--- src/rtl/dht11_pkg.sv ---
// Shared types and default timing for the DHT11 single-wire controller.
package dht11_pkg;

    typedef enum logic [2:0] {
        S_IDLE      = 3'd0,
        S_START_LOW = 3'd1,
        S_WAIT_RESP = 3'd2,
        S_RESP_LOW  = 3'd3,
        S_RESP_HIGH = 3'd4,
        S_BIT_LOW   = 3'd5,
        S_BIT_HIGH  = 3'd6,
        S_CHECK     = 3'd7
    } state_t;

    localparam int FRAME_BITS = 40;
    localparam int START_US   = 18000;
    localparam int BIT_TH_US  = 40;
    localparam int TOUT_US    = 200;

    // 8-bit wrapping sum of the four data bytes
    function automatic logic [7:0] frame_csum(input logic [31:0] b);
        return b[31:24] + b[23:16] + b[15:8] + b[7:0];
    endfunction

endpackage

--- src/rtl/dht11_if.sv ---
// Host-side bundle of the DHT11 controller: strobe, request, line and result bytes.
interface dht11_if;
    logic       I_ST;
    logic       I_START;
    logic       I_DQ;
    logic       O_DQ_OE;
    logic [7:0] O_HUM_INT;
    logic [7:0] O_HUM_DEC;
    logic [7:0] O_TMP_INT;
    logic [7:0] O_TMP_DEC;
    logic       O_VALID;
    logic       O_ERR;
    logic       O_BUSY;

    modport master (
        output I_ST, I_START, I_DQ,
        input  O_DQ_OE, O_HUM_INT, O_HUM_DEC, O_TMP_INT, O_TMP_DEC, O_VALID, O_ERR, O_BUSY
    );

    modport slave (
        input  I_ST, I_START, I_DQ,
        output O_DQ_OE, O_HUM_INT, O_HUM_DEC, O_TMP_INT, O_TMP_DEC, O_VALID, O_ERR, O_BUSY
    );
endinterface

--- src/rtl/dht11_sync.sv ---
// Two-flop synchronizer for the asynchronous data line plus edge detection.
module dht11_sync (
    input  logic CLK,
    input  logic RST_n,
    input  logic dq,
    output logic level,
    output logic rise,
    output logic fall
);
    logic ff1, ff2, prev;

    // Idle-high reset so a released line never looks like an edge
    always_ff @(posedge CLK or negedge RST_n) begin
        if (!RST_n) begin
            ff1  <= 1'b1;
            ff2  <= 1'b1;
            prev <= 1'b1;
        end else begin
            ff1  <= dq;
            ff2  <= ff1;
            prev <= ff2;
        end
    end

    assign level = ff2;
    assign rise  = ff2 & ~prev;
    assign fall  = ~ff2 & prev;
endmodule

--- src/rtl/dht11_ctrl.sv ---
// DHT11 controller: host start pulse, response/bit timing on the 1 us strobe, checksum.
// state       | meaning
// IDLE        | waiting for I_START
// START_LOW   | host holds line low START_US strobes
// WAIT_RESP   | line released, waiting for sensor to pull low
// RESP_LOW    | sensor response low phase
// RESP_HIGH   | sensor response high phase
// BIT_LOW     | low preamble of a data bit
// BIT_HIGH    | high phase; its length encodes the bit
// CHECK       | one cycle: verify checksum, publish or flag error
module dht11_ctrl #(
    parameter int START_US  = dht11_pkg::START_US,
    parameter int BIT_TH_US = dht11_pkg::BIT_TH_US,
    parameter int TOUT_US   = dht11_pkg::TOUT_US
) (
    input logic    CLK,
    input logic    RST_n,
    dht11_if.slave bus
);
    import dht11_pkg::*;

    localparam int CNT_W = $clog2(((START_US > TOUT_US) ? START_US : TOUT_US) + 1);
    localparam logic [CNT_W-1:0] START_TC = CNT_W'(START_US);
    localparam logic [CNT_W-1:0] TOUT_TC  = CNT_W'(TOUT_US);
    localparam logic [CNT_W-1:0] BIT_TH   = CNT_W'(BIT_TH_US);

    state_t                state;
    logic [CNT_W-1:0]      timer;
    logic [5:0]            bit_cnt;
    logic [FRAME_BITS-1:0] shreg;
    logic                  dq_oe, valid, err;
    logic [7:0]            hum_int, hum_dec, tmp_int, tmp_dec;
    logic                  dq_rise, dq_fall, dq_level_unused;
    logic                  phase_edge, sensor_phase;

    // Timing is carried entirely by the edges; the raw level is not needed
    dht11_sync u_sync (
        .CLK   (CLK),
        .RST_n (RST_n),
        .dq    (bus.I_DQ),
        .level (dq_level_unused),
        .rise  (dq_rise),
        .fall  (dq_fall)
    );

    assign sensor_phase = state inside {S_WAIT_RESP, S_RESP_LOW, S_RESP_HIGH, S_BIT_LOW, S_BIT_HIGH};

    always_comb begin
        phase_edge = 1'b0;
        case (state)
            S_WAIT_RESP, S_RESP_HIGH, S_BIT_HIGH: phase_edge = dq_fall;
            S_RESP_LOW, S_BIT_LOW:                phase_edge = dq_rise;
            default:                              phase_edge = 1'b0;
        endcase
    end

    always_ff @(posedge CLK or negedge RST_n) begin
        if (!RST_n) begin
            state   <= S_IDLE;
            timer   <= '0;
            bit_cnt <= '0;
            shreg   <= '0;
            dq_oe   <= 1'b0;
            valid   <= 1'b0;
            err     <= 1'b0;
            hum_int <= '0;
            hum_dec <= '0;
            tmp_int <= '0;
            tmp_dec <= '0;
        end else begin
            valid <= 1'b0;
            err   <= 1'b0;
            if (bus.I_ST && timer != '1) timer <= timer + 1'b1;

            // Any transition below clears the timer, overriding a same-cycle strobe
            case (state)
                S_IDLE: if (bus.I_START) begin
                    state <= S_START_LOW;
                    dq_oe <= 1'b1;
                    timer <= '0;
                end
                S_START_LOW: if (timer == START_TC) begin
                    state <= S_WAIT_RESP;
                    dq_oe <= 1'b0;
                    timer <= '0;
                end
                S_WAIT_RESP: if (phase_edge) begin
                    state <= S_RESP_LOW;
                    timer <= '0;
                end
                S_RESP_LOW: if (phase_edge) begin
                    state <= S_RESP_HIGH;
                    timer <= '0;
                end
                S_RESP_HIGH: if (phase_edge) begin
                    state   <= S_BIT_LOW;
                    bit_cnt <= '0;
                    timer   <= '0;
                end
                S_BIT_LOW: if (phase_edge) begin
                    state <= S_BIT_HIGH;
                    timer <= '0;
                end
                S_BIT_HIGH: if (phase_edge) begin
                    shreg   <= {shreg[FRAME_BITS-2:0], (timer > BIT_TH)};
                    bit_cnt <= bit_cnt + 6'd1;
                    state   <= (bit_cnt == 6'(FRAME_BITS - 1)) ? S_CHECK : S_BIT_LOW;
                    timer   <= '0;
                end
                S_CHECK: begin
                    if (frame_csum(shreg[39:8]) == shreg[7:0]) begin
                        hum_int <= shreg[39:32];
                        hum_dec <= shreg[31:24];
                        tmp_int <= shreg[23:16];
                        tmp_dec <= shreg[15:8];
                        valid   <= 1'b1;
                    end else begin
                        err <= 1'b1;
                    end
                    state <= S_IDLE;
                    timer <= '0;
                end
                default: state <= S_IDLE;
            endcase

            if (sensor_phase && !phase_edge && timer == TOUT_TC) begin
                state <= S_IDLE;
                err   <= 1'b1;
                timer <= '0;
            end
        end
    end

    assign bus.O_DQ_OE   = dq_oe;
    assign bus.O_HUM_INT = hum_int;
    assign bus.O_HUM_DEC = hum_dec;
    assign bus.O_TMP_INT = tmp_int;
    assign bus.O_TMP_DEC = tmp_dec;
    assign bus.O_VALID   = valid;
    assign bus.O_ERR     = err;
    assign bus.O_BUSY    = (state != S_IDLE);
endmodule

--- src/flat_wrapper.sv ---
// flat-port wrapper written by rule: the top's interface ports become plain ports
module dht11_ctrl_flat import dht11_pkg::*;
#(
    parameter int START_US  = dht11_pkg::START_US,
    parameter int BIT_TH_US = dht11_pkg::BIT_TH_US,
    parameter int TOUT_US   = dht11_pkg::TOUT_US
)
  (CLK, RST_n, bus_I_ST, bus_I_START, bus_I_DQ, bus_O_DQ_OE, bus_O_HUM_INT, bus_O_HUM_DEC, bus_O_TMP_INT, bus_O_TMP_DEC, bus_O_VALID, bus_O_ERR, bus_O_BUSY);
  dht11_if bus_i ();
  input logic CLK;
  input logic RST_n;
  input wire logic [$bits(bus_i.I_ST)-1:0] bus_I_ST;
  input wire logic [$bits(bus_i.I_START)-1:0] bus_I_START;
  input wire logic [$bits(bus_i.I_DQ)-1:0] bus_I_DQ;
  output wire logic [$bits(bus_i.O_DQ_OE)-1:0] bus_O_DQ_OE;
  output wire logic [$bits(bus_i.O_HUM_INT)-1:0] bus_O_HUM_INT;
  output wire logic [$bits(bus_i.O_HUM_DEC)-1:0] bus_O_HUM_DEC;
  output wire logic [$bits(bus_i.O_TMP_INT)-1:0] bus_O_TMP_INT;
  output wire logic [$bits(bus_i.O_TMP_DEC)-1:0] bus_O_TMP_DEC;
  output wire logic [$bits(bus_i.O_VALID)-1:0] bus_O_VALID;
  output wire logic [$bits(bus_i.O_ERR)-1:0] bus_O_ERR;
  output wire logic [$bits(bus_i.O_BUSY)-1:0] bus_O_BUSY;
  assign bus_i.I_ST = bus_I_ST;
  assign bus_i.I_START = bus_I_START;
  assign bus_i.I_DQ = bus_I_DQ;
  assign bus_O_DQ_OE = bus_i.O_DQ_OE;
  assign bus_O_HUM_INT = bus_i.O_HUM_INT;
  assign bus_O_HUM_DEC = bus_i.O_HUM_DEC;
  assign bus_O_TMP_INT = bus_i.O_TMP_INT;
  assign bus_O_TMP_DEC = bus_i.O_TMP_DEC;
  assign bus_O_VALID = bus_i.O_VALID;
  assign bus_O_ERR = bus_i.O_ERR;
  assign bus_O_BUSY = bus_i.O_BUSY;
  dht11_ctrl #(.START_US(START_US), .BIT_TH_US(BIT_TH_US), .TOUT_US(TOUT_US)) u_core (.CLK(CLK), .RST_n(RST_n), .bus(bus_i));
endmodule
--- config.mk ---
export PLATFORM = sky130hd
export DESIGN_NAME = dht11_ctrl_flat
export DESIGN_NICKNAME = d
export VERILOG_FILES = /design/src/rtl/dht11_pkg.sv /design/src/rtl/dht11_if.sv /design/src/rtl/dht11_sync.sv /design/src/rtl/dht11_ctrl.sv /design/src/flat_wrapper.sv
export SDC_FILE = /design/constraint.sdc
export NUM_CORES = 1
export LEC_CHECK = 0
export CAP_MARGIN = 40
export CORE_MARGIN = 8
export CORE_UTILIZATION = 55
export DETAILED_ROUTE_END_ITERATION = 7
export PLACE_DENSITY = 0.76
export SLEW_MARGIN = 20
export SYNTH_ARGS = -nofsm -noshare
export SYNTH_HDL_FRONTEND = slang
export SYNTH_SLANG_ARGS = --single-unit
--- constraint.sdc ---
create_clock -name CLK -period 6.35 [get_ports CLK]
set_input_delay 0.9525 -clock CLK [delete_from_list [all_inputs] [get_ports CLK]]
set_output_delay 0.9525 -clock CLK [all_outputs]
set_load 0.005 [all_outputs]
Word-level counts from Yosys, hierarchy flattened
Index checks and enable logic that the tools add are counted.
W data, S select, Z words.
Operators by class
  $add $sub $neg: 5
  reduce and logical (&&, ||, !) cells: 17
  bitwise gates (word level): 4
  $lt $le $gt $ge: 1
  eq/ne operators: 23
  muxes and demuxes: 28
Operators with widths (count)
  $mux W15: 5
  $pmux W15 S4: 1
  $add A8 B8 Y8: 3
  $mux W3: 8
  $pmux W3 S8: 1
  $ne A3 B2 Y1 const B: 6
  $add A15 B1 Y15 const B: 1
  $eq A15 B15 Y1 const B: 1
  $eq A15 B8 Y1 const B: 1
  $gt A15 B6 Y1 const B: 1
  $ne A15 B15 Y1 const B: 1
  $eq A3 B3 Y1 const B: 4
  $mux W6: 2
  $pmux W6 S2: 1
  $eq A8 B8 Y1: 1
  $mux W1: 7
  $reduce_and A7 Y1: 1
  $add A6 B1 Y6 const B: 1
  $eq A3 B2 Y1 const B: 2
  $eq A6 B6 Y1 const B: 1
  $ne A2 B1 Y1 const B: 3
  $reduce_and A3 Y1: 2
  $reduce_bool A5 Y1: 1
  $reduce_or A5 Y1: 1
  other kinds (15): 22
Word-level totals
  bits in registers: 102
  word-level logic and storage cells: 92

Depth between registers and ports, before layout
Gate-level depths: netlist of run 1.
  depth after elaboration: 8
  mapped depth: 13

Hierarchy
A second synthesis of run 1 with hierarchy kept.
Second synthesis, totals
  cells, all modules: 394
  area total of the unflattened synthesis: 4882.2 um2
Modules (own cells, without submodules)
  dht11_ctrl: cells each 389, seq. area each 2477.4 um2, times used 1, area each 4788.3 um2
  dht11_sync: cells each 5, seq. area each 78.8 um2, times used 1, area each 93.8 um2

Least setup slack after synthesis of run 1
OpenSTA, ideal clock, no wires.
  path kind: register -> register
  start: reg u_core.shreg[9]
  end: reg u_core.hum_dec[1], in the netlist u_core.bus.O_HUM_DEC[1]
  data required time: 6.225 ns
  slack: 2.501 ns
  cell stages (with the launch flop): 13
  arrival time: 3.724 ns
  path buffers: 1
  setup time: 0.125 ns
  path through: dfrtp_1 fa_1 inv_1 fa_1 inv_1 ha_1 fa_1 xor2_1 a2111oi_0 o2111ai_1 nor4_4 buf_6 mux2_2
On the way
  word-level cells in the longest chain between the ends: 3
RTL lines
  start, declared: line dht11_ctrl.sv:30  | logic [FRAME_BITS-1:0] shreg;
  start signal, assigned: line dht11_ctrl.sv:105  | shreg <= {shreg[FRAME_BITS-2:0], (timer > BIT_TH)};
  $add A8 B8 Y8: line dht11_pkg.sv:22  | return b[31:24] + b[23:16] + b[15:8] + b[7:0];
  $eq A8 B8 Y1: line dht11_ctrl.sv:111  | if (frame_csum(shreg[39:8]) == shreg[7:0]) begin
  $reduce_and A2 Y1 (no source line)
  end signal, assigned: line dht11_ctrl.sv:113  | hum_dec <= shreg[31:24];
  end, declared: line dht11_ctrl.sv:32  | logic [7:0] hum_int, hum_dec, tmp_int, tmp_dec;
Every way passes these cells.
A chain may end at the register's enable or synchronous reset.

Worst setup path after layout of run 1
  start: reg u_core.shreg[9]
  end: reg u_core.hum_int[4], in the netlist u_core.bus.O_HUM_INT[4]
On the way
  word-level cells in the longest chain between the ends: 3
RTL lines
  $add A8 B8 Y8: line dht11_pkg.sv:22
  $eq A8 B8 Y1: line dht11_ctrl.sv:111
  $reduce_and A2 Y1 (no source line)
  end signal, assigned: line dht11_ctrl.sv:112  | hum_int <= shreg[39:32];
  end, declared: line dht11_ctrl.sv:32
Every way passes these cells.

==> summary.txt, run 1 <==
Run status
  • Status: completed

Pwr
  • Int Pwr: 0.000854 W
  • PD cells: 209 mW/mm2
  • Combinational share of power: 0.070
  • Total power: 0.00116 W
  • NetSw: 0.000307 W
  • Net Sw Frac: 0.265
  • Clock network fraction of design power: 0.327
  • Max VDD drop: 0.214 mV
  • Sequential share of power: 0.603
  • Leakage power: 2.70 nW

STA
  • Setup slack after layout: 1.91 ns
  • Final setup violation count: 0
  • Worst-margin pin slew: 0.727 ns
  • RSZ-0062 raised after global routing: no
  • Final Cycle Share: 0.700
  • Fin crit period: 4.44 ns
  • Fin Setup TNS: 0 ns
  • Final Hold Vio Count: 0
  • Max transition margin: 0.513
  • Setup skew after layout: 0.0121 ns
  • Max Clk Rate: 0.225 GHz
  • Final hold slack: 0.364 ns
  • Max-slew violation count: 0

Placed design
  • Placed cell area: 0.00538 mm2
  • PortBufs: 40
  • Post-place setup slack: 1.89 ns
  • DP HPWL: 6280 um
  • RD Place Congestion: 0.837

GRT
  • Largest net degree at the start of global routing: 61
  • Overflow after GRT: 0
  • Total track usage: 0.157
  • Vias in the first global route: 3,033
  • Initial antenna violation count: 0
  • First-pass GRT wire length: 15,000 um

Route
  • Wire per inst: 15.9 um
  • Drc violations: 0
  • Vias: 2,952
  • Routed Antenna Nets: 0
  • 1st-iter DRT viols: 61
  • Total wire length: 8620 um
  • TritonRoute pass-1 iters: 4
  • Vias/cell: 5.46

Layout
  • Final #Nets: 457
  • Share of layout cells above drive strength 1: 0.210
  • Register area: 0.00256 mm2
  • Fill count: 681
  • Multi-input gate area: 0.00218 mm2
  • Synthesis-to-finish area growth: 14.0%
  • Design Area, Final: 0.00556 mm2
  • Antenna diode count: 0

Yosys
  • Mean post-synth cell area: 12.6 um2
  • Syn Inst Count: 388
  • Async SR Flop Fraction: 1.00
  • Area fraction in compound gates after synthesis: 0.0590
  • Xor/xnor share of the synthesized area: 0.0557
  • Flops & latches, synth: 102
  • Synth Warn #: 0
  • Multiplexer area fraction after synthesis: 0.154
  • Post-synth EDFFs: 0
  • Synthesized area: 0.00488 mm2
  • Largest family of logic cells by synthesized area: multiplexers
  • Syn Nets: 417
  • Most common flop cell mapped by yosys: dfrtp_1
  • Synth cell types: 41
  • Simple logic cell fraction of the synthesized area: 0.0944
  • Post-Synth Adder-Cell Area: 0.0831
  • Seq/Total Area, Yosys: 0.524

Worst setup path
  • Reg2Reg Setup Slack: 1.91 ns
  • CP cell instances: fa_1 > inv_1 > fa_1 > inv_1 > ha_1 > fa_1 > xor2_1 > a2111oi_0 > o2111ai_1 > nor4_4 > buf_4 > mux2_2
  • Worst Path Arrival: 4.70 ns
  • Crit path depth: 12
  • Slowest-stage cell, CP: fa_1
  • Crit-path max cell delay: 0.54 ns
  • Crit start category: register
  • Bufs and invs on worst path: 3
  • CP max FO: 25
  • CP Class: reg -> reg
  • Reg-to-Reg Start: u_core.shreg[9]
  • Critical path startpoint: u_core.shreg[9]
  • Worst r2r path cells: 12
  • CP most frequent cell: fa_1
  • Setup crit end: u_core.bus.O_HUM_INT[4]
  • Required time of the worst setup path: 6.60 ns
  • R2R Path End: u_core.bus.O_HUM_INT[4]
  • CP delay by family, top: adder cells
  • Critical Path End Type: register

Floorplanning
  • Chip Height: 110 um
  • Die area: 0.0121 mm2
  • I/O Pins: 41
  • Die Wd: 110 um
  • Rows: 34
  • Starting density of the core: 0.562
  • Placeable Area: 0.00868 mm2

CTS
  • Setup repair bufs after CTS: 0
  • Root buffer cell: clkbuf_8
  • CTS buffer count: 9
  • Clk slew on worst S/H paths: 0.10 ns
  • TritonCTS Sinks: 102
  • Total number of H-tree levels: 3
  • CTS resizes: 0
  • Clock buffer depth: 2
  • Worst-skew pair later-pin latency: 0.37 ns
  • # hold bufs at CTS: 0
  • TritonCTS clock tree: built

Hold path
  • HP Class: reg -> reg

Flow run
  • Max-Cap Viols: 0
==> Yosys cell counts (2+ instances only) <==
library cell	n	area [um2]
dfrtp_1	99	2480
dfstp_2	3	78.8
o21bai_1	3	22.5
fa_1	14	280
ha_1	10	125
or4_1	4	30.0
a2111oi_0	2	17.5
nand2_1	24	90.1
a211oi_1	3	22.5
nor4_1	3	18.8
a22o_1	4	35.0
nor3_1	5	25.0
clkbuf_1	11	41.3
nor2_1	23	86.3
a21boi_0	2	15.0
buf_6	4	45.0
nand2b_1	2	12.5
a21oi_1	10	50.1
a21o_1	4	30.0
o21ai_0	13	65.1
xor2_1	17	149
nand3_1	8	40.0
and3_1	2	12.5
mux2_2	63	709
nand4_1	10	62.6
mux2_1	3	33.8
xnor2_1	14	123
inv_1	15	56.3
==> logic make-up after synthesis <==
logic type               after synthesis
AO/OA/AOI/OAI                         44
multiplexers                          67
adder cells (fa/ha/maj)               24
buffers and inverters                 30
XOR/XNOR                              31
flip-flops                           102
AND/OR/NAND/NOR                       90
==> worst min path at each step <==
stage                                 start                   to  slack, ns  cells past startpoint
after floorplan           u_core.u_sync.ff1  u_core.u_sync.level       0.35                      0
final                     u_core.u_sync.ff1  u_core.u_sync.level       0.36                      0
after global routing      u_core.u_sync.ff1  u_core.u_sync.level       0.37                      0
after global placement    u_core.u_sync.ff1  u_core.u_sync.level       0.35                      0
after CTS                 u_core.u_sync.ff1  u_core.u_sync.level       0.36                      0
after detailed placement  u_core.u_sync.ff1  u_core.u_sync.level       0.35                      0
==> cell type report <==
| type | instances | share of cell area |
|---|---|---|
| Clock inverter | 7 | 0.00991 |
| Clock buffer | 9 | 0.0223 |
| Tap cell | 108 | 0.0243 |
| Inverter | 15 | 0.0101 |
| Multi-Input combinational cell | 256 | 0.393 |
| Timing Repair Buffer | 44 | 0.0806 |
| Sequential cell | 102 | 0.460 |
==> sequential cells by signal, indices dropped and copies added, names as in the netlist <==
register              count
u_core.shreg             40
u_core.timer             15
u_core.bus.O_HUM_DEC      8
u_core.bus.O_HUM_INT      8
u_core.bus.O_TMP_DEC      8
u_core.bus.O_TMP_INT      8
u_core.bit_cnt            6
u_core.state              3
u_core.bus.O_DQ_OE        1
u_core.bus.O_ERR          1
u_core.bus.O_VALID        1
u_core.u_sync.ff1         1
u_core.u_sync.level       1
u_core.u_sync.prev        1
==> cells in the final DEF, fill, tap and decap left out, types with 2 or more instances in the layout <==
cell type         n
dfrtp_1          99
mux2_2           63
clkdlybuf4s50_1  39
nand2_1          24
nor2_1           23
xor2_1           17
inv_1            15
xnor2_1          14
fa_1             14
o21ai_0          13
nand4_1          10
a21oi_1          10
ha_1             10
clkbuf_8          9
nand3_1           7
nor3_1            5
or4_1             4
a21o_1            4
a22o_1            4
inv_6             4
buf_4             4
a211oi_1          3
nor4_1            3
o21bai_1          3
mux2_1            3
dfstp_2           3
a21boi_0          2
and3_1            2
a2111oi_0         2
nand2b_1          2
clkinvlp_4        2
==> per-stage QoR <==
step,util,instances
finish,0.640,541
detailed placement,0.620,525
global placement,0.617,524
floorplan,-,388
CTS,0.640,541
global route,0.640,541
==> power by group through the flow <==
| stage | clock [W] | sequential [W] | combinational, W |
|---|---|---|---|
| 3_5_place_dp | 0 | 0.000713 | 0.0000826 |
| 3_3_place_gp | 0 | 0.000711 | 0.0000785 |
| 6_report | 0.000379 | 0.000700 | 0.0000815 |
| 4_1_cts | 0.000392 | 0.000700 | 0.0000831 |
| 5_1_grt | 0.000417 | 0.000706 | 0.0000951 |
| 2_1_floorplan | 0 | 0.000703 | 0.0000570 |
==> worst register-to-register path: cells and delay by family, from the launching register on <==
kind                     cells  cell delay, ns
AO/OA/AOI/OAI                2            0.62
XOR/XNOR                     1            0.17
adder cells (fa/ha/maj)      4            1.71
buffers and inverters        3            0.52
flip-flops                   1            0.43
multiplexers                 1            0.40
AND/OR/NAND/NOR              1            0.48
==> metal layers <==
metal	global-route usage	wire, um
met5	0	0
met4	0.0628	111
met3	0.0314	366
met2	0.241	4120
met1	0.214	4030
(Power assumes the default switching activity.)
==> run 2, diff against run 1 <==
--- a/config.mk
+++ b/config.mk
@@ -7,7 +7,7 @@
 export LEC_CHECK = 0
 export CAP_MARGIN = 40
 export CORE_MARGIN = 8
-export CORE_UTILIZATION = 55
+export CORE_UTILIZATION = 52
 export DETAILED_ROUTE_END_ITERATION = 7
 export PLACE_DENSITY = 0.76
 export SLEW_MARGIN = 20
==> constraint.sdc (replaced) <==
create_clock -name CLK -period 4.05 [get_ports CLK]
set_input_delay 0.6075 -clock CLK [delete_from_list [all_inputs] [get_ports CLK]]
set_output_delay 0.6075 -clock CLK [all_outputs]
set_load 0.005 [all_outputs]
==> run 2 against run 1 <==
Compared with the run above: worst hold slack worse by 0.20 ns; critical path depth up 2; critical path type unchanged; die area up 4.9%; sequential cell count unchanged; via count up 4.8%; power up 59%; core utilization down 1.1 points; final area up 3.6%; clock skew up 0.0046 ns.
==> summary.txt, run 2 (synthesized netlist as in run 1, its figures left out) <==
Placed design
  • DP HPWL: 6460 um (+2.9%)
  • PortBufs: 40 (unchanged)
  • RD Place Congestion: 0.831 (-0.65%)
  • Placed cells: 530 (+0.95%)
  • Placed cell area: 0.00541 mm2 (+0.58%)

Pwr
  • PD cells: 319 mW/mm2 (+53%)
  • Leakage power: 2.81 nW (+4.1%)
  • Max VDD drop: 0.170 mV (-20%)

STA
  • Worst-margin pin slew: 0.685 ns (-0.0416 ns)
  • Final Cycle Share: 0.982 (+0.283)
  • Max-slew violation count: 0 (unchanged)
  • Setup skew after layout: 0.0167 ns (+0.00463 ns)
  • Max transition margin: 0.541 (+0.0279)
  • Final Hold Vio Count: 0 (unchanged)
  • Max Clk Rate: 0.251 GHz (+12%)
  • Final hold slack: 0.163 ns (-0.201 ns)
  • Fin crit period: 3.98 ns (-0.463 ns)
  • Final setup violation count: 0 (unchanged)

Run status
  • Status: completed

CTS
  • Root buffer cell: clkbuf_8
  • Worst-skew pair later-pin latency: 0.37 ns (about the same)
  • TritonCTS Sinks: 102 (unchanged)
  • Total number of H-tree levels: 3 (unchanged)
  • Clock buffer depth: 2 (unchanged)
  • Clk slew on worst S/H paths: 0.11 ns (about the same)
  • CTS buffer count: 9 (unchanged)
  • TritonCTS clock tree: built

Floorplanning
  • Die area: 0.0127 mm2 (+4.9%)
  • Starting density of the core: 0.533 (-0.0291)
  • Chip Height: 113 um (+2.4%)
  • Rows: 35 (+2.9%)
  • Die Wd: 113 um (+2.4%)
  • I/O Pins: 41 (unchanged)
  • Placeable Area: 0.00915 mm2 (+5.5%)

Route
  • Vias: 3,094 (+4.8%)
  • Wire per inst: 17.1 um (+7.1%)
  • TritonRoute pass-1 iters: 5 (+1)
  • Total wire length: 9520 um (+10%)
  • Vias/cell: 5.54 (+1.6%)
  • Drc violations: 0 (unchanged)
  • 1st-iter DRT viols: 95 (+56%)
  • Routed Antenna Nets: 0 (unchanged)

Worst setup path
  • Reg-to-Reg Start: u_core.shreg[9]
  • Reg2Reg Setup Slack: 0.07 ns (-1.84 ns)
  • Worst r2r path cells: 14 (+2)
  • Crit start category: register
  • CP max FO: 11 (-56%)
  • R2R Path End: u_core.bus.O_HUM_INT[6]
  • Worst Path Arrival: 4.23 ns (-0.47 ns)
  • Required time of the worst setup path: 4.30 ns (-2.30 ns)
  • CP Class: reg -> reg
  • Critical Path End Type: register

Layout
  • Most frequent cells in the layout: 99 x dfrtp_1, 63 x mux2_2, 39 x clkdlybuf4s50_1
  • Antenna diode count: 0 (unchanged)
  • Share of layout cells above drive strength 1: 0.253 (+0.0426)
  • Layout Utilization: 0.629 (-0.0110)
  • Design Area, Final: 0.00576 mm2 (+3.6%)
  • Top Registers: u_core.shreg: 40 flops, u_core.timer: 15 flops
  • Commonest non-fill, non-tap cell in the layout: dfrtp_1
  • Synthesis-to-finish area growth: 18.1%
  • Top reg by flops: u_core.shreg
  • Final #Nets: 471 (+3.1%)
  • Non-filler cells in the finished layout: 558 (+3.1%)
  • Flip-flop count of the largest register after layout: 40 (unchanged)

Hold path
  • HP Class: in -> async

GRT
  • Largest net degree at the start of global routing: 55 (-9.8%)
  • Overflow after GRT: 0 (unchanged)
  • Initial antenna violation count: 0 (unchanged)
  • Vias in the first global route: 3,191 (+5.2%)
  • First-pass GRT wire length: 15,800 um (+5.8%)
  • Total track usage: 0.155 (-0.00220)

Flow run
  • Max-Cap Viols: 0 (unchanged)
[run 2: cell types whose count changed in the layout (fill, tap and decap cells not counted), sizes merged]
cell,before,now
clkinvlp,2,0
clkinv,1,4
bufbuf,0,1
buf,5,18
inv,19,17
clkbuf,9,10
[run 2: worst max-delay path by stage]
stage,start,end,slack (ns),cells past startpoint
after floorplan,u_core.shreg[9],u_core.bus.O_HUM_DEC[1],0.20,12
after CTS,u_core.shreg[25],u_core.bus.O_HUM_DEC[3],0.01,14
after global routing,u_core.shreg[9],u_core.bus.O_HUM_INT[6],-0.08,14
final,u_core.shreg[9],u_core.bus.O_HUM_INT[6],0.07,14
after global placement,u_core.shreg[9],u_core.bus.O_TMP_INT[4],0.10,13
after detailed placement,u_core.shreg[9],u_core.bus.O_HUM_DEC[6],-0.04,13
[run 2: critical path: stages (launching register included)]
cell and delay, ns:
dfrtp_1 0.42, fa_1 0.53, inv_1 0.05, fa_1 0.49, inv_1 0.04, ha_2 0.20, fa_2 0.45, xor2_1 0.19
a2111oi_2 0.30, o2111ai_2 0.24, nor4_4 0.17, buf_4 0.18, buf_4 0.12, buf_12 0.13, mux2_1 0.32
[run 2: cell type report]
| type | instances | area (um2) |
|---|---|---|
| repair buffers | 58 | 598 |
| fillers | 686 | 3390 |
| well taps | 111 | 139 |
| clock inverters | 6 | 52.6 |
| clock buffers | 10 | 138 |
| flip-flops and latches | 102 | 2560 |
| inverters | 15 | 56.3 |
| multi-input cells | 256 | 2220 |
[run 2: stage by stage]
step                setup slack [ns]  power [W]  TNS [ns]
floorplan                      0.201    0.00119         0
global placement               0.101    0.00124         0
CTS                           0.0144    0.00185         0
global route                 -0.0833    0.00192     -1.12
detailed placement           -0.0415    0.00125    -0.302
finish                        0.0712    0.00184         0
[run 2: repair_timing]
item	CTS	global route
hold buffers	0	0
endpoints found under the hold margin	0	0
setup buffers	5	5
gates cloned	2	0
resized for setup	6	5
pin swaps	2	7
endpoints found under the setup margin	11	32
[run 2: routing by layer]
layer  part of all wire  track usage  up-vias  wire (um)
li1                   -            -     1466          -
met4              0.016       0.0638        0        154
met3              0.034       0.0293       14        323
met1               0.45        0.198     1558       4310
met2               0.50        0.253       56       4730
met5                  0            0        -          0
[run 2: power by group]
group / switching [W] / internal [W]
combinational: 0.0000711 / 0.0000584
sequential: 0.0000452 / 0.00105
clock: 0.000366 / 0.000249
==> run 3, diff against run 2 <==
--- a/config.mk
+++ b/config.mk
@@ -7,9 +7,10 @@
 export LEC_CHECK = 0
 export CAP_MARGIN = 40
 export CORE_MARGIN = 8
-export CORE_UTILIZATION = 52
+export CORE_UTILIZATION = 54
+export CTS_BUF_LIST = sky130_fd_sc_hd__clkbuf_4 sky130_fd_sc_hd__clkbuf_8
 export DETAILED_ROUTE_END_ITERATION = 7
-export PLACE_DENSITY = 0.76
+export PLACE_DENSITY = 0.78
 export SLEW_MARGIN = 20
 export SYNTH_ARGS = -nofsm -noshare
 export SYNTH_HDL_FRONTEND = slang
==> run 3 against run 2 <==
Compared with the run above: combinational power barely moved; die area is 3.2% lower; first-iteration DRC count increased by 6.3%; critical endpoint is now u_core.bus.O_TMP_DEC[1]; largest cell class unchanged.
==> summary.txt, run 3 (synthesized netlist as in run 1, its figures left out) <==
Run status
  • Status: completed

GRT
  • Met1 Usage GRT: 0.197 (-0.000886)
  • Overflow after GRT: 0 (unchanged)
  • Met2 GRT Util: 0.237 (-0.0153)
  • Total track usage: 0.151 (-0.00377)
  • Busiest grt layer: met2
  • First-pass GRT wire length: 15,400 um (-2.5%)
  • Met3 Usage GRT: 0.0433 (+0.0140)
  • Initial antenna violation count: 0 (unchanged)
  • Vias in the first global route: 3,130 (-1.9%)
  • Largest net degree at the start of global routing: 48 (-13%)

CTS
  • Worst-skew pair later-pin latency: 0.38 ns (about the same)
  • Clock buffer depth: 2 (unchanged)
  • Clk slew on worst S/H paths: 0.11 ns (about the same)
  • Root buffer cell: clkbuf_8
  • TritonCTS clock tree: built
  • TritonCTS Sinks: 102 (unchanged)
  • # hold bufs at CTS: 0 (unchanged)
  • CTS buffer count: 9 (unchanged)
  • Total number of H-tree levels: 3 (unchanged)

STA
  • Max transition margin: 0.528 (-0.0126)
  • Max Clk Rate: 0.250 GHz (-0.52%)
  • Setup skew after layout: 0.0171 ns (+0.000375 ns)
  • Final Cycle Share: 0.988 (+0.00518)
  • Worst-margin pin slew: 0.704 ns (+0.0188 ns)
  • Final Hold Vio Count: 0 (unchanged)
  • Max-slew violation count: 0 (unchanged)
  • Fin crit period: 4.00 ns (+0.0210 ns)
  • Final setup violation count: 0 (unchanged)

Floorplanning
  • Placeable Area: 0.00872 mm2 (-4.7%)
  • Rows: 34 (-2.9%)
  • Chip Height: 111 um (-1.6%)
  • Die area: 0.0123 mm2 (-3.2%)
  • Starting density of the core: 0.559 (+0.0264)
  • Die Wd: 111 um (-1.6%)
  • I/O Pins: 41 (unchanged)

Worst setup path
  • CP cell instances: fa_1 > inv_1 > fa_1 > inv_1 > ha_2 > fa_2 > xor2_1 > a2111oi_2 > o2111ai_2 > nor4_4 > buf_6 > clkbuf_16 > mux2_2
  • Required time of the worst setup path: 4.32 ns (+0.02 ns)
  • Slowest-stage cell, CP: fa_1
  • CP Class: reg -> reg
  • Reg-to-Reg Start: u_core.shreg[9]
  • R2R Path End: u_core.bus.O_TMP_DEC[1]
  • Reg2Reg Setup Slack: 0.05 ns (-0.02 ns)
  • CP delay by family, top: adder cells
  • Crit start category: register
  • Worst r2r path cells: 13 (-1)
  • Critical Path End Type: register
  • Crit path depth: 13 (-1)
  • Crit-path max cell delay: 0.54 ns (about the same)
  • CP max FO: 11 (unchanged)
  • Bufs and invs on worst path: 4 (-1)
  • Worst Path Arrival: 4.27 ns (+0.04 ns)

Layout
  • Synthesis-to-finish area growth: 16.9%
  • Non-filler cells in the finished layout: 549 (-1.6%)
  • Antenna diode count: 0 (unchanged)
  • Register area: 0.00256 mm2 (unchanged)
  • Flip-flop count of the largest register after layout: 40 (unchanged)
  • Commonest non-fill, non-tap cell in the layout: dfrtp_1
  • Share of layout cells above drive strength 1: 0.236 (-0.0170)
  • Final #Nets: 465 (-1.3%)
  • Top Registers: u_core.shreg: 40 flops, u_core.timer: 15 flops
  • Layout Utilization: 0.654 (+0.0246)
  • Most frequent cells in the layout: 99 x dfrtp_1, 63 x mux2_2, 39 x clkdlybuf4s50_1
  • Multi-input gate area: 0.00220 mm2 (-0.73%)
  • Top reg by flops: u_core.shreg
  • Fill count: 658 (-4.1%)

Placed design
  • Placed cells: 527 (-0.57%)
  • RD Place Congestion: 0.810 (-2.6%)
  • PortBufs: 40 (unchanged)
  • DP HPWL: 6450 um (-0.18%)

Route
  • Wire per inst: 17.1 um (+0.16%)
  • TritonRoute pass-1 iters: 4 (-1)
  • Vias: 3,117 (+0.74%)
  • Drc violations: 0 (unchanged)
  • 1st-iter DRT viols: 101 (+6.3%)
  • Vias/cell: 5.68 (+2.4%)
  • Total wire length: 9380 um (-1.5%)
  • Routed Antenna Nets: 0 (unchanged)

Flow run
  • Max-Cap Viols: 0 (unchanged)

Pwr
  • PD cells: 324 mW/mm2 (+1.3%)
  • Max VDD drop: 0.191 mV (+12%)
  • Leakage power: 2.76 nW (-1.8%)

Hold path
  • HP Class: in -> async
## run 3: changes by cell type in the layout (fill, tap and decap cells not counted), moves of 2 or more
cell,delta
buf_4,-7
clkinv_4,-4
inv_6,+2
clkbuf_16,+2
clkinvlp_4,+2
## run 3: worst max-delay path by stage
stage,startpoint,to
after floorplan,u_core.shreg[9],u_core.bus.O_HUM_DEC[1]
after global placement,u_core.shreg[9],u_core.bus.O_TMP_INT[5]
after detailed placement,u_core.shreg[9],u_core.bus.O_TMP_INT[6]
after CTS,u_core.shreg[9],u_core.bus.O_HUM_INT[1]
after global routing,u_core.shreg[9],u_core.bus.O_TMP_DEC[2]
final,u_core.shreg[9],u_core.bus.O_TMP_DEC[1]
## run 3: routing by layer
layer,vias up,share of wire
met2,45,0.49
met4,0,0.011
met1,1609,0.46
li1,1454,-
met3,9,0.038
met5,-,0
## run 3: worst register-to-register path: stages, from the launching register on
cell       delay [ns]
dfrtp_1          0.43
fa_1             0.54
inv_1            0.06
fa_1             0.51
inv_1            0.05
ha_2             0.18
fa_2             0.45
xor2_1           0.19
a2111oi_2        0.27
o2111ai_2        0.23
nor4_4           0.31
buf_6            0.18
clkbuf_16        0.17
mux2_2           0.34
## run 3: area by class of cell
| type | instances | area share |
|---|---|---|
| sequential | 102 | 0.448 |
| multi-input combinational | 256 | 0.387 |
| timing repair buffer | 52 | 0.0987 |
| clock buffer | 10 | 0.0241 |
| tap | 108 | 0.0237 |
| inverter | 15 | 0.00987 |
| clock inverter | 6 | 0.00878 |
## run 3: repair_timing
action,CTS,global route
endpoints found under the setup margin,0,32
gates resized for setup,0,8
setup buffers,0,4
## run 3: power breakdown
| part | total [W] | switching, W | internal [W] | leakage [nW] |
|---|---|---|---|---|
| Combinational | 0.000129 | 0.0000705 | 0.0000590 | 1.28 |
| Clock | 0.000616 | 0.000367 | 0.000249 | 0.0903 |
| Sequential | 0.00110 | 0.0000493 | 0.00105 | 1.39 |
| Total | 0.00185 | 0.000487 | 0.00136 | 2.76 |
## run 3: metrics by stage
step	hold WS, ns	total power [W]	instance area [um2]	TNS, ns	setup WS [ns]
after floorplan	0.312	0.00119	4880	0	0.201
after global placement	0.346	0.00124	5380	0	0.113
after detailed placement	0.349	0.00125	5410	0	0.0277
after CTS	0.192	0.00186	5590	0	0.0166
after global routing	0.202	0.00194	5700	-1.11	-0.0581
final	0.185	0.00185	5700	0	0.0502
==> RTL change 1, RTL diff (flow settings as in run 2) <==
Change the package constant `START_US` from 18000 to 72000.
--- a/src/rtl/dht11_pkg.sv
+++ b/src/rtl/dht11_pkg.sv
@@ -14,5 +14,5 @@
 
     localparam int FRAME_BITS = 40;
-    localparam int START_US   = 18000;
+    localparam int START_US   = 72000;
     localparam int BIT_TH_US  = 40;
     localparam int TOUT_US    = 200;
Formal check against the unedited RTL: no difference found for any inputs over 10 cycles, from zero or initial values and one cycle with RST_n low; that may be too few to reach the edited logic, so the function may still have changed.
==> RTL change 1 against run 2 <==
- cell count grew 6.5%
- worst setup slack lost 0.0087 ns
- global-route usage grew 0.46 points
- critical path type unchanged
- first-iteration DRC count grew 36%
- sequential cell count grew 2
- die area grew 4.6%
- routed wire length grew 3.4%
- worst hold slack lost 0.024 ns
- synthesized area grew 5.3%
- final area grew 4.8%
Power is not compared: it rests on default switching activity, and its combinational part moved more than twofold at a synthesized area within 25%.
==> RTL change 1: results (changes against run 2) <==
Logic synthesis
  • Cells after synthesis: 406 (+4.6%)
  • Synthesized Nets: 436 (+4.6%)
  • Synth top area cells: dfrtp_1, mux2_4, mux2_2
  • Synth top cells by count: dfrtp_1, mux2_2, nand2_1
  • Async S/R FF share, synth: 1.00 (unchanged)
  • Ys Warns: 0 (unchanged)
  • Seq/Total Area, Yosys: 0.507 (-0.0167)
  • Post-synth cell types: 45 (+9.8%)

Detailed routing
  • Iter 0 DRT Violations: 129 (+36%)
  • Drt total wl: 9850 um (+3.4%)
  • Drt first pass iters: 4 (-1)
  • Drt via density: 5.43 (-2.1%)
  • Via count: 3226 (+4.3%)

STA
  • Hold_ws: 0.138 ns (-0.0241 ns)
  • Skew final: 0.0113 ns (-0.00542 ns)
  • Crit path time final: 3.99 ns (+0.00867 ns)
  • Achievable Freq: 0.251 GHz (-0.22%)
  • Worst Max-Slew Pin Slew: 0.579 ns (-0.106 ns)

Power
  • Psw: roughly 680 uW
  • Leakage: 0.00291 uW
  • Clk power: 608 uW

Final layout
  • Final Core Density: 0.623 (-0.00626)
  • Antenna diodes: 0 (unchanged)
  • Largest regs: u_core.shreg (40), u_core.timer (17)
  • Layout cell share with drive strength beyond 1: 0.254 (+0.00100)
  • Fin nets: 486 (+3.2%)
  • Fill cell count: 724 (+5.5%)

Setup path
  • Setup crit end: u_core.bus.O_HUM_INT[0]$_DFFE_PN0P_
  • Crit path DAT: 4.24 ns (about the same)
  • Worst path slowest cell: fa_1
  • Reg2Reg Depth: 13 (-1)
  • Critical Path Fanout Max: 6 (-5)
  • Worst path top cell family by delay: adder cells
  • Critical path class: reg2reg
  • FF-to-FF Start: u_core.shreg[9]$_DFFE_PN0P_
  • CP peak stage delay: 0.54 ns
  • Reg2reg setup slack: 0.06 ns

Placement
  • Detailed placer's ending HPWL: 6810 um (+5.3%)
  • Inst Count DP: 571 (+7.7%)
  • GPL Wtd Cong: 0.849 (+2.2%)
  • Setup WS pre-CTS: -0.0199 ns (+0.0216 ns)
  • Port Buffers: 40 (unchanged)
  • DP Area: 5700 um2 (+5.4%)

Status
  • Outcome: finished clean

Global routing
  • All-layer global routing usage: 0.159 (+0.00465)
  • First-pass GRT wire length: 16700 um (+5.5%)
  • Number of global-route vias before repair: 3282 (+2.9%)
  • Largest net degree at the start of global routing: 46 (-16%)
  • M3 GR Usage: 0.0436 (+0.0143)
  • Met1 Use GR: 0.198 (about the same)
  • GR Layer Usage met2: 0.266 (+0.0137)

Clocking
  • Root buf cell: clkbuf_8
  • Max clock buf depth: 2 (unchanged)
  • Cts bufs inserted: 9 (unchanged)
  • Clock latency on the worst-skew pair: 0.37 ns (about the same)
  • Post-CTS Resized: 9 (+3)
## RTL change 1: cell count changes after synthesis, moves of 4 or more
cell and delta:
xor2_1 -5, nor2_1 +5, xnor2_1 +5, mux2_4 +30, nand4_1 -7, nand2_1 +9
o21ai_0 +4, mux2_2 -27
## RTL change 1: routing by layer
layer	vias up	share of wire
met5	-	0
met4	0	0.016
met3	13	0.051
met2	75	0.51
met1	1637	0.43
li1	1501	-
## RTL change 1: cells by family (layout without fill, tap and decap cells)
kind of cell	after synthesis	after routing	synth area share
AOI/OAI and AO/OA	42	42	0.0531
xor gates and xnor gates	32	32	0.0560
and+or+nand+nor	103	103	0.102
muxes	68	68	0.171
buffers and inverters	32	87	0.0300
DFF	104	104	0.507
adders and majority gates	25	25	0.0814
## RTL change 1: cell type report
type / instances / share of cell area
multi-input cells: 270 / 0.405
flip-flops and latches: 104 / 0.432
clock buffers: 9 / 0.0205
well taps: 133 / 0.0276
repair buffers: 54 / 0.0945
inverters: 17 / 0.0106
clock inverters: 7 / 0.0104
==> RTL change 2, RTL diff (config.mk and constraints of run 2) <==
Made on the original files. Make the reset (`RST_n`) synchronous in 2 clocked blocks. Comments in the files are not updated.
--- a/src/rtl/dht11_sync.sv
+++ b/src/rtl/dht11_sync.sv
@@ -11,5 +11,5 @@
 
     // Idle-high reset so a released line never looks like an edge
-    always_ff @(posedge CLK or negedge RST_n) begin
+    always_ff @(posedge CLK) begin
         if (!RST_n) begin
             ff1  <= 1'b1;
--- a/src/rtl/dht11_ctrl.sv
+++ b/src/rtl/dht11_ctrl.sv
@@ -55,5 +55,5 @@
     end
 
-    always_ff @(posedge CLK or negedge RST_n) begin
+    always_ff @(posedge CLK) begin
         if (!RST_n) begin
             state   <= S_IDLE;
Formal check against the unedited RTL: differs if RST_n is asserted again (counterexample within 4 cycles, from zero or initial values and one cycle with RST_n low); with RST_n held inactive, the same outputs for 10 cycles.
==> RTL change 2 against run 2 <==
- cell count up 24%
- worst setup slack better by 0.18 ns
- routed wire length up 1.7%
- sequential cell count unchanged
- sequential power down 5%
- final area down 4.3%
- synthesized area down 1.4%
- total power up 4.4%
- critical path type unchanged
- largest cell class is now multi-input combinational cells
- largest power group unchanged
==> RTL change 2: results (changes against run 2) <==
Hold path
  • Min-delay worst type: reg2reg

Logic synthesis
  • Synth top cells by count: nand2_1, dfxtp_1, a21boi_0
  • Async S/R FF share, synth: 0 (-1.00)
  • Post-synth cell types: 42 (+2.4%)

STA
  • Skew final: 0.00809 ns (-0.00860 ns)
  • Worst rel slew slack: 0.528 (-0.0129)

Detailed routing
  • WL per Instance: 14.0 um (-18%)
  • Drt via density: 5.37 (-3.2%)
  • Drt first pass iters: 4 (-1)

Setup path
  • Critical Path Fanout Max: 20 (+9)
  • Crit path DAT: 4.10 ns (-0.13 ns)
  • Reg2Reg Depth: 13 (-1)
  • CP peak stage delay: 0.54 ns

Final layout
  • Fin nets: 603 (+28%)
  • Layout cell share with drive strength beyond 1: 0.0449 (-0.208)

Placement
  • GPL Wtd Cong: 0.847 (+1.9%)
  • Setup WS pre-CTS: 0.176 ns (+0.218 ns)
  • Detailed placer's ending HPWL: 6880 um (+6.5%)

Global routing
  • Largest net degree at the start of global routing: 109 (+98%)
  • All-layer global routing usage: 0.155 (about the same)
  • Number of global-route vias before repair: 3452 (+8.2%)

Clocking
  • Post-CTS Resized: 0 (-6)
  • Post-CTS setup buffers: 0 (-5)

Status
  • Outcome: finished clean

Power
  • Leakage: 0.00193 uW (-31%)
  • Psw: 468 uW (-2.9%)
  • VDD IR max: 194 uV (+14%)
==> RTL change 2: final cells by class <==
cell class              count  area (um2)
fillers                   774        3590
multi-input cells         402        2590
flip-flops and latches    102        2040
repair buffers             46         464
well taps                 111         139
clock buffers              10         138
clock inverters             6        93.8
inverters                  13        48.8
==> RTL change 2: kinds of logic after synthesis <==
| logic type | after synthesis | share of synthesized area |
|---|---|---|
| XOR/XNOR | 35 | 0.0638 |
| AND/OR/NAND/NOR | 238 | 0.218 |
| adder cells (fa/ha/maj) | 24 | 0.0843 |
| buffers and inverters | 41 | 0.0369 |
| multiplexers | 32 | 0.0666 |
| flip-flops | 102 | 0.425 |
| AO/OA/AOI/OAI | 73 | 0.106 |
==> RTL change 2: power by group through the flow <==
stage	sequential (uW)	clock (uW)	combinational, uW
2_1_floorplan	1050	0	116
3_3_place_gp	1070	0	137
3_5_place_dp	1070	0	141
4_1_cts	1050	742	141
5_1_grt	1050	777	160
6_report	1050	730	144
==> RTL change 2: final timing paths <==
check | startpoint | endpoint | slack, ns
hold / removal | u_core.u_sync.ff1$_SDFF_PN1_ | u_core.u_sync.level$_SDFF_PN1_ | 0.42
setup reg to reg | u_core.shreg[9]$_SDFFE_PN0P_ | u_core.bus.O_TMP_INT[3]$_SDFFE_PN0P_ | 0.25
setup / recovery | u_core.shreg[9]$_SDFFE_PN0P_ | u_core.bus.O_TMP_INT[3]$_SDFFE_PN0P_ | 0.25
hold reg to reg | u_core.u_sync.ff1$_SDFF_PN1_ | u_core.u_sync.level$_SDFF_PN1_ | 0.42
==> RTL change 2: routing by layer <==
layer  part of all wire  vias up  GRT usage
li1                   -     1863          -
met1               0.47     1768      0.198
met2               0.47       62      0.253
met3              0.038       11     0.0284
met4              0.015        0     0.0576
met5                  0        -          0
==> RTL change 2: through the flow <==
step | instances | cell area (um2)
global placement | 673 | 5250
detailed placement | 673 | 5250
floorplan | 545 | 4810
CTS | 689 | 5480
global route | 690 | 5510
finish | 690 | 5510
==> RTL change 2: critical path: cells and delay by family, from the launching register on <==
family / cells / cell delay, ns
fa+ha+maj: 4 / 1.64
compound gates: 3 / 0.63
buf+inv: 3 / 0.39
flops: 1 / 0.37
simple gates: 1 / 0.31
mux: 1 / 0.23
xor+xnor: 1 / 0.14
